==> src/rtl/sipo_frame_arbiter.sv <==
// Round-robin arbiter that lends one serial-in/parallel-out shifter to NUM_REQ
// serial requesters and presents each assembled word on a valid/ready port.
module sipo_frame_arbiter #(
  parameter int DATA_WIDTH = 16,
  parameter int NUM_REQ    = 4,
  parameter int SRC_W      = $clog2(NUM_REQ)
) (
  input  logic                  clk,
  input  logic                  resetn,
  input  logic [NUM_REQ-1:0]    req,
  input  logic [NUM_REQ-1:0]    din,
  output logic [NUM_REQ-1:0]    grant,
  output logic [DATA_WIDTH-1:0] dout,
  output logic                  dout_valid,
  output logic [SRC_W-1:0]      dout_src,
  input  logic                  dout_ready
);

  localparam int CNT_W = $clog2(DATA_WIDTH);
  localparam logic [CNT_W-1:0] CNT_LAST = CNT_W'(DATA_WIDTH - 1);

  typedef enum logic [1:0] {
    IDLE  = 2'd0,
    SHIFT = 2'd1,
    HOLD  = 2'd2
  } state_t;

  state_t                r_state;
  logic [SRC_W-1:0]      r_src;
  logic [SRC_W-1:0]      r_ptr;
  logic [CNT_W-1:0]      r_cnt;
  logic [DATA_WIDTH-1:0] r_shift;

  state_t                w_state_nxt;
  logic [SRC_W-1:0]      w_src_nxt;
  logic [SRC_W-1:0]      w_ptr_nxt;
  logic [CNT_W-1:0]      w_cnt_nxt;
  logic [DATA_WIDTH-1:0] w_shift_nxt;
  logic [SRC_W-1:0]      w_pick;
  logic                  w_bit;

  // Descending scan so the last hit is the requester closest to the pointer.
  function automatic logic [SRC_W-1:0] rr_pick(input logic [NUM_REQ-1:0] r,
                                               input logic [SRC_W-1:0]   p);
    logic [SRC_W-1:0] pick;
    int               idx;
    pick = p;
    for (int i = NUM_REQ - 1; i >= 0; i--) begin
      idx = (int'(p) + i) % NUM_REQ;
      if (r[idx]) pick = SRC_W'(idx);
    end
    return pick;
  endfunction

  function automatic logic [SRC_W-1:0] inc_wrap(input logic [SRC_W-1:0] s);
    if (int'(s) == NUM_REQ - 1) return '0;
    return s + 1'b1;
  endfunction

  assign w_pick = rr_pick(req, r_ptr);
  assign w_bit  = din[r_src];

  always_ff @(posedge clk or negedge resetn) begin
    if (!resetn) begin
      r_state <= IDLE;
      r_src   <= '0;
      r_ptr   <= '0;
      r_cnt   <= '0;
      r_shift <= '0;
    end else begin
      r_state <= w_state_nxt;
      r_src   <= w_src_nxt;
      r_ptr   <= w_ptr_nxt;
      r_cnt   <= w_cnt_nxt;
      r_shift <= w_shift_nxt;
    end
  end

  always_comb begin
    w_state_nxt = r_state;
    w_src_nxt   = r_src;
    w_ptr_nxt   = r_ptr;
    w_cnt_nxt   = r_cnt;
    w_shift_nxt = r_shift;
    case (r_state)
      IDLE: begin
        w_cnt_nxt   = '0;
        w_shift_nxt = '0;
        if (|req) begin
          w_state_nxt = SHIFT;
          w_src_nxt   = w_pick;
        end
      end
      SHIFT: begin
        if (!req[r_src]) begin
          // Abort: drop the partial word and move the pointer past this source.
          w_state_nxt = IDLE;
          w_cnt_nxt   = '0;
          w_shift_nxt = '0;
          w_ptr_nxt   = inc_wrap(r_src);
        end else begin
          w_shift_nxt = {r_shift[DATA_WIDTH-2:0], w_bit};
          if (r_cnt == CNT_LAST) begin
            w_state_nxt = HOLD;
          end else begin
            w_cnt_nxt = r_cnt + 1'b1;
          end
        end
      end
      HOLD: begin
        if (dout_ready) begin
          w_state_nxt = IDLE;
          w_ptr_nxt   = inc_wrap(r_src);
        end
      end
      default: begin
        w_state_nxt = IDLE;
      end
    endcase
  end

  assign grant      = (r_state == SHIFT) ? (NUM_REQ'(1) << r_src) : '0;
  assign dout       = r_shift;
  assign dout_valid = (r_state == HOLD);
  assign dout_src   = r_src;

endmodule

==> config.mk <==
export PLATFORM = sky130hd
export DESIGN_NAME = sipo_frame_arbiter
export DESIGN_NICKNAME = d
export VERILOG_FILES = /design/src/rtl/sipo_frame_arbiter.sv
export SDC_FILE = /design/constraint.sdc
export NUM_CORES = 1
export LEC_CHECK = 0
export BUFFER_PORTS_ARGS = -buffer_cell sky130_fd_sc_hd__buf_4
export CELL_PAD_IN_SITES_DETAIL_PLACEMENT = 1
export CELL_PAD_IN_SITES_GLOBAL_PLACEMENT = 1
export CORE_MARGIN = 2
export CORE_UTILIZATION = 43
export DETAILED_ROUTE_END_ITERATION = 10
export GPL_ROUTABILITY_DRIVEN = 0
export PLACE_DENSITY = 0.85
export RECOVER_POWER = 100
export SLEW_MARGIN = 20
export SYNTH_ARGS = -nofsm -noshare
export SYNTH_HDL_FRONTEND = slang
export SYNTH_SLANG_ARGS = --single-unit
export TNS_END_PERCENT = 20
==> constraint.sdc <==
create_clock -name clk -period 3.92 [get_ports clk]
set_input_delay 0.784 -clock clk [delete_from_list [all_inputs] [get_ports clk]]
set_output_delay 0.784 -clock clk [all_outputs]
set_load 0.02 [all_outputs]
==> results of run 1 <==
==> Yosys cell counts (all sizes together) <==
cell / count / area [sq um]
dfrtp: 26 / 651
a22o: 18 / 158
inv: 6 / 22.5
and2: 5 / 33.8
ha: 5 / 62.6
nor2: 5 / 18.8
nor2b: 5 / 31.3
nand2: 4 / 15.0
o21ai: 4 / 20.0
a21oi: 3 / 15.0
buf: 3 / 23.8
clkbuf: 2 / 7.51
mux2: 2 / 22.5
mux4: 2 / 48.8
nand3: 2 / 10.0
a211o: 1 / 8.76
a21o: 1 / 7.51
a221o: 1 / 10.0
a22oi: 1 / 7.51
a2bb2oi: 1 / 8.76
a31o: 1 / 8.76
a32o: 1 / 10.0
and3: 1 / 6.26
and3b: 1 / 8.76
nor3: 1 / 5.00
o21a: 1 / 7.51
o221ai: 1 / 8.76
o2bb2ai: 1 / 8.76
==> cells by family (layout without fill, tap and decap cells) <==
| kind of cell | Yosys count | after routing | synth area share [%] |
|---|---|---|---|
| buf+inv | 11 | 43 | 4.32 |
| flops | 26 | 26 | 52.2 |
| fa+ha+maj | 5 | 5 | 5.02 |
| simple gates | 24 | 24 | 10.3 |
| mux | 4 | 4 | 5.72 |
| compound gates | 35 | 35 | 22.4 |
==> per-stage QoR <==
| step | worst slack [ns] | util [%] | std cells |
|---|---|---|---|
| after floorplan | 1.87 | - | 105 |
| after global placement | 1.71 | 54.4 | 164 |
| after detailed placement | 1.67 | 54.4 | 164 |
| after CTS | 1.44 | 55.8 | 168 |
| after global routing | 1.22 | 52.8 | 168 |
| final | 1.47 | 52.8 | 168 |
==> cell type report <==
cell class | count | area (sq um) | area share [%]
well taps | 31 | 38.8 | 2.66
repair buffers | 33 | 169 | 11.6
clock buffers | 4 | 36.3 | 2.49
inverters | 6 | 22.5 | 1.55
multi-input cells | 68 | 539 | 37.0
flip-flops and latches | 26 | 651 | 44.7
==> final timing paths <==
check,endpoint,slack [ns]
min,dout[15],0.53
min in group asynchronous,dout[14],0.75
min reg2reg,dout[15],0.53
max,grant[0],1.47
max in group asynchronous,r_cnt[0],2.38
max reg2reg,r_cnt[2],1.51
==> per-layer routing <==
metal  GRT usage (%)  vias to the layer above
met2            30.2                       23
met1            22.0                      455
li1                -                      451
met3            3.57                        2
met5               0                        -
met4            3.99                        0
==> state kept, by name (all words and copies together) (netlist names) <==
name,cells
r_state,2
dout_src,2
r_ptr,2
r_cnt,4
dout,16
==> cell usage in the layout (no fill, tap or decap), types with 2 or more instances in the layout <==
cell | synthesis | final
ha_1 | 5 | 5
clkbuf_1 | 2 | 21
nor2b_1 | 5 | 5
nand2_1 | 4 | 4
and2_0 | 0 | 5
a21oi_1 | 3 | 3
nor2_1 | 5 | 5
o21ai_0 | 4 | 4
mux2_2 | 2 | 2
buf_4 | 1 | 12
dfrtp_1 | 26 | 26
clkbuf_4 | 0 | 3
inv_1 | 6 | 6
nand3_1 | 2 | 2
a22o_1 | 18 | 18
==> worst max-delay path: stages, from the launching register on <==
cell	delay, ns
dfrtp_1	0.63
nor2b_1	0.39
and2_0	0.19
buf_4	0.15
==> power by group through the flow <==
stage          logic (uW)  clock network [uW]  registers (uW)
2_1_floorplan         233                   0             380
3_3_place_gp          331                   0             371
3_5_place_dp          350                   0             375
4_1_cts               352                 137             369
5_1_grt               360                 146             379
6_report              325                 131             368
==> results.cfg, run 1 <==
[grt]
grt_pass1_wl_mm = 4.45
grt_pass1_vias = 966
grt_usage_pct = 17.3
antenna_found_initial = 0
grt_start_max_net_pins = 27
grt.overflow.total = 0

[floorplanning]
die_x_microns = 57.8
die_h_microns = 57.8
core_area_sq_um = 2760
num_rows = 19
ios = 34
start_util_pct = 45.2
die-area_sq_um = 3340

[hold_path]
hold_path_startpoint = dout[15]
holdPathStages = 1
worst_hold_path_type = reg2reg

[detailed_routing]
totalWireLength_mm = 2.69
avgRoutedWirePerCell_microns = 16.0
postRouteAntennaNets = 0
routed_via_density = 5.54
top_layer = met4
met1_length_mm = 1.20
drt_iter0_markers = 22
dr_wl_met3_microns = 154
drtPass1Iterations = 4
route.met2.wl_mm = 1.31
dr_total_vias = 931
drc_errors = 0

[timing]
period_needed_ns = 2.45
fin_skew_ns = 0.00266
hold_slack_ns = 0.533
rsz0062_at_grt = false
post-route-period-util_pct = 62.5
tightest_slew_ns = 1.36
fmax_ghz = 0.408
drv_slew = 0
slew_headroom_pct = 9.18
hold_violations = 0
tns_ns = 0
setup_viol = 0

[pwr]
finalPower_uw = 824
vdd_ir_drop_max_uv = 304
p_leak_uw = 0.000707
share_seq_of_total_power_pct = 44.7
clkPwrFrac_pct = 15.9
p_int_uw = 501
swShare_pct = 39.2
p_sw_uw = 323
power_density_nw_per_um2 = 566
power_frac_comb_pct = 39.4

[yosys]
synthesis.area_sq_um = 1250
synth.yosys.seq_area_share_pct = 52.2
synth_warnings = 0
syn_inst = 105
ys_seq_elements = 26
syn-num-nets = 121
syn_area_per_cell_sq_um = 11.9
synth_cell_types = 32

[clock_network]
post_cts_buffers = 0
htree_levels = 1
cts_hold_buffers = 0
insertion_delay_ns = 0.31
cts_made_buffers = 3
tritoncts = yes
cts_resized = 0
cts.clk_slew.worst_paths_ns = 0.13
cts_root_buf = clkbuf_4
cts_buffer_depth = 2
clkSinkCount = 26

[critical_path]
critPathRequiredTime_ns = 3.14
reg2reg_from = dout_src[0]
critPathLaunchType = register
crit_type = reg2out
end_kind = output port
cp-startpoint = r_state[1]
path_max_fanout = 21
rr_worst_depth = 4
worstPathArrival_ns = 1.67

[layout]
drive_gt1_share_pct = 14.6
n_fill_cell = 316
area_growth_pct = 16.9
diodes = 0
fin_nets = 154
postLayoutCellArea_sq_um = 1460

[place]
place_area_sq_um = 1500
dp_hpwl_mm = 2.04
port_buffers = 33

[status]
status = completed

[job]
max_cap_violations = 0
(Power assumes the default switching activity.)
==> inputs of run 2 (changes only) <==
ABC_AREA = 1   (was default)
CORE_UTILIZATION = 35   (was 43)
PLACE_DENSITY = 0.76   (was 0.85)
clock period = 2 ns   (was 3.92 ns; I/O delays follow)
==> results.cfg, run 2 <==
[status]
status = completed

[floorplanning]
start_util_pct = 37.2
die-area_sq_um = 4880
ios = 34
num_rows = 23
die_x_microns = 69.9
die_h_microns = 69.9
core_area_sq_um = 4090

[critical_path]
end_kind = output port
worstPathCellList = inv_2 > ha_1 > inv_1 > nor2_1 > buf_4
path_buf_inv = 3
worstPathArrival_ns = 1.39
max_stage_delay_ns = 0.54
cp_top_family = flip-flops
critPathRequiredTime_ns = 1.60
crit_type = reg2out
rr_worst_depth = 6
crit_cells = 5
critPathSlowestCell = dfrtp_1
path_max_fanout = 9
critPathLaunchType = register

[layout]
diodes = 0
multi_input_area_sq_um = 594
final_common_cell = nand2_1
final_cell_mix = nand2_1, inv_1, dfrtp_1
n_fill_cell = 539
largest_reg_flops = 16
ff_latch_area_sq_um = 651
drive_gt1_share_pct = 12.8
area_growth_pct = 11.7
fin_nets = 236

[clock_network]
cts_made_buffers = 3
cts_resized = 0
clkSinkCount = 26
cts.clk_slew.worst_paths_ns = 0.09
post_cts_buffers = 0
htree_levels = 1
insertion_delay_ns = 0.27
cts_buffer_depth = 2
tritoncts = yes
cts_root_buf = clkbuf_8
cts_hold_buffers = 0

[yosys]
syn_inst = 184
ys_seq_elements = 26
synth_cell_types = 26
synth_most_common_cell = nand2_1
synth.yosys.seq_area_share_pct = 42.8
synth_top_area_share_pct = 42.8
ys_async_sr_fraction_pct = 100
syn-num-nets = 200
synth_commonest_cells = nand2_1, inv_1, dfrtp_1
synth_edf_count = 0
synth_warnings = 0
syn_area_per_cell_sq_um = 8.26
synthTopCellsByArea = dfrtp_1, nand2_1, o22ai_2, inv_1, nand3_1
synth_top_area_cell = dfrtp_1
synth_ff_type = dfrtp_1
synthesis.area_sq_um = 1520

[grt]
grt_pass1_vias = 1323
grt_start_max_net_pins = 27
grt.overflow.total = 0
antenna_found_initial = 0
grt_usage_pct = 16.3
grt_pass1_wl_mm = 6.42

[timing]
slew_headroom_pct = 6.27
tns_ns = 0
post-route-period-util_pct = 89.6
fmax_ghz = 0.558
setup_viol = 0
rsz0062_at_grt = false
fin_skew_ns = 0.00317
drv_slew = 0
hold_violations = 0
tightest_slew_ns = 1.41
period_needed_ns = 1.79

[pwr]
vdd_ir_drop_max_uv = 493
finalPower_uw = 2240
power_density_nw_per_um2 = 1320
p_leak_uw = 0.000856

[place]
dp_hpwl_mm = 2.93
port_buffers = 33

[detailed_routing]
totalWireLength_mm = 3.78
avgRoutedWirePerCell_microns = 14.0
drtPass1Iterations = 4
drt_iter0_markers = 54
routed_via_density = 4.83
drc_errors = 0
postRouteAntennaNets = 0
dr_total_vias = 1299

[hold_path]
worst_hold_path_type = in2async

[job]
max_cap_violations = 0
==> run 2: cell types whose count changed after synthesis, sizes merged, moves of 2 or more <==
cell    delta
o21ai      +8
nand3     +13
a21oi      -2
o22ai     +15
mux2       -2
a22o      -18
nand2     +45
nor2b      -5
nor2       +7
and2       -5
inv       +34
mux4       -2
clkbuf     -2
==> run 2: area by class of cell <==
cell class / instances / area share (%)
clock buffers: 4 / 3.24
repair buffers: 34 / 10.4
inverters: 40 / 9.29
well taps: 50 / 3.69
multi-input cells: 115 / 35.0
flip-flops and latches: 26 / 38.3
==> run 2: cells by family after synthesis <==
family	after synthesis	share of synthesized area, %
and+or+nand+nor	78	22.9
buffers and inverters	43	11.9
AOI/OAI and AO/OA	30	17.1
DFF	26	42.8
adders and majority gates	5	4.12
xor gates and xnor gates	2	1.15
==> run 2: metal layers <==
metal | GRT usage [%] | share of wire (%) | up-vias
met5 | 0 | 0 | -
met2 | 26.0 | 48 | 21
met4 | 5.77 | 1.4 | 0
met3 | 2.02 | 2.6 | 5
li1 | - | - | 652
met1 | 22.6 | 48 | 621
==> run 2: power breakdown <==
| part | switching (uW) | internal [uW] |
|---|---|---|
| registers | 155 | 620 |
| clock network | 166 | 176 |
| logic | 760 | 368 |
| total | 1080 | 1160 |
==> run 2: worst paths after layout <==
path | from | endpoint | slack, ns
setup / recovery | dout_src[0] | grant[0] | 0.21
hold / removal | resetn | dout[15] | 0.43
setup reg to reg | dout_src[0] | r_cnt[3] | 0.24
hold reg to reg | dout[15] | dout[15] | 0.50
max in group asynchronous | resetn | r_cnt[1] | 0.75
min in group clk | dout_ready | r_state[1] | 0.50
==> run 2: metrics by stage <==
stage	hold WS, ns	instance area (sq um)	setup WS [ns]	utilization (%)	instances
floorplan	0.104	1520	0.473	-	184
global placement	0.326	1810	0.545	44.4	265
detailed placement	0.330	1810	0.497	44.4	265
CTS	0.0291	1870	0.198	45.7	269
global route	0.541	1700	0.0964	41.5	269
finish	0.433	1700	0.207	41.5	269
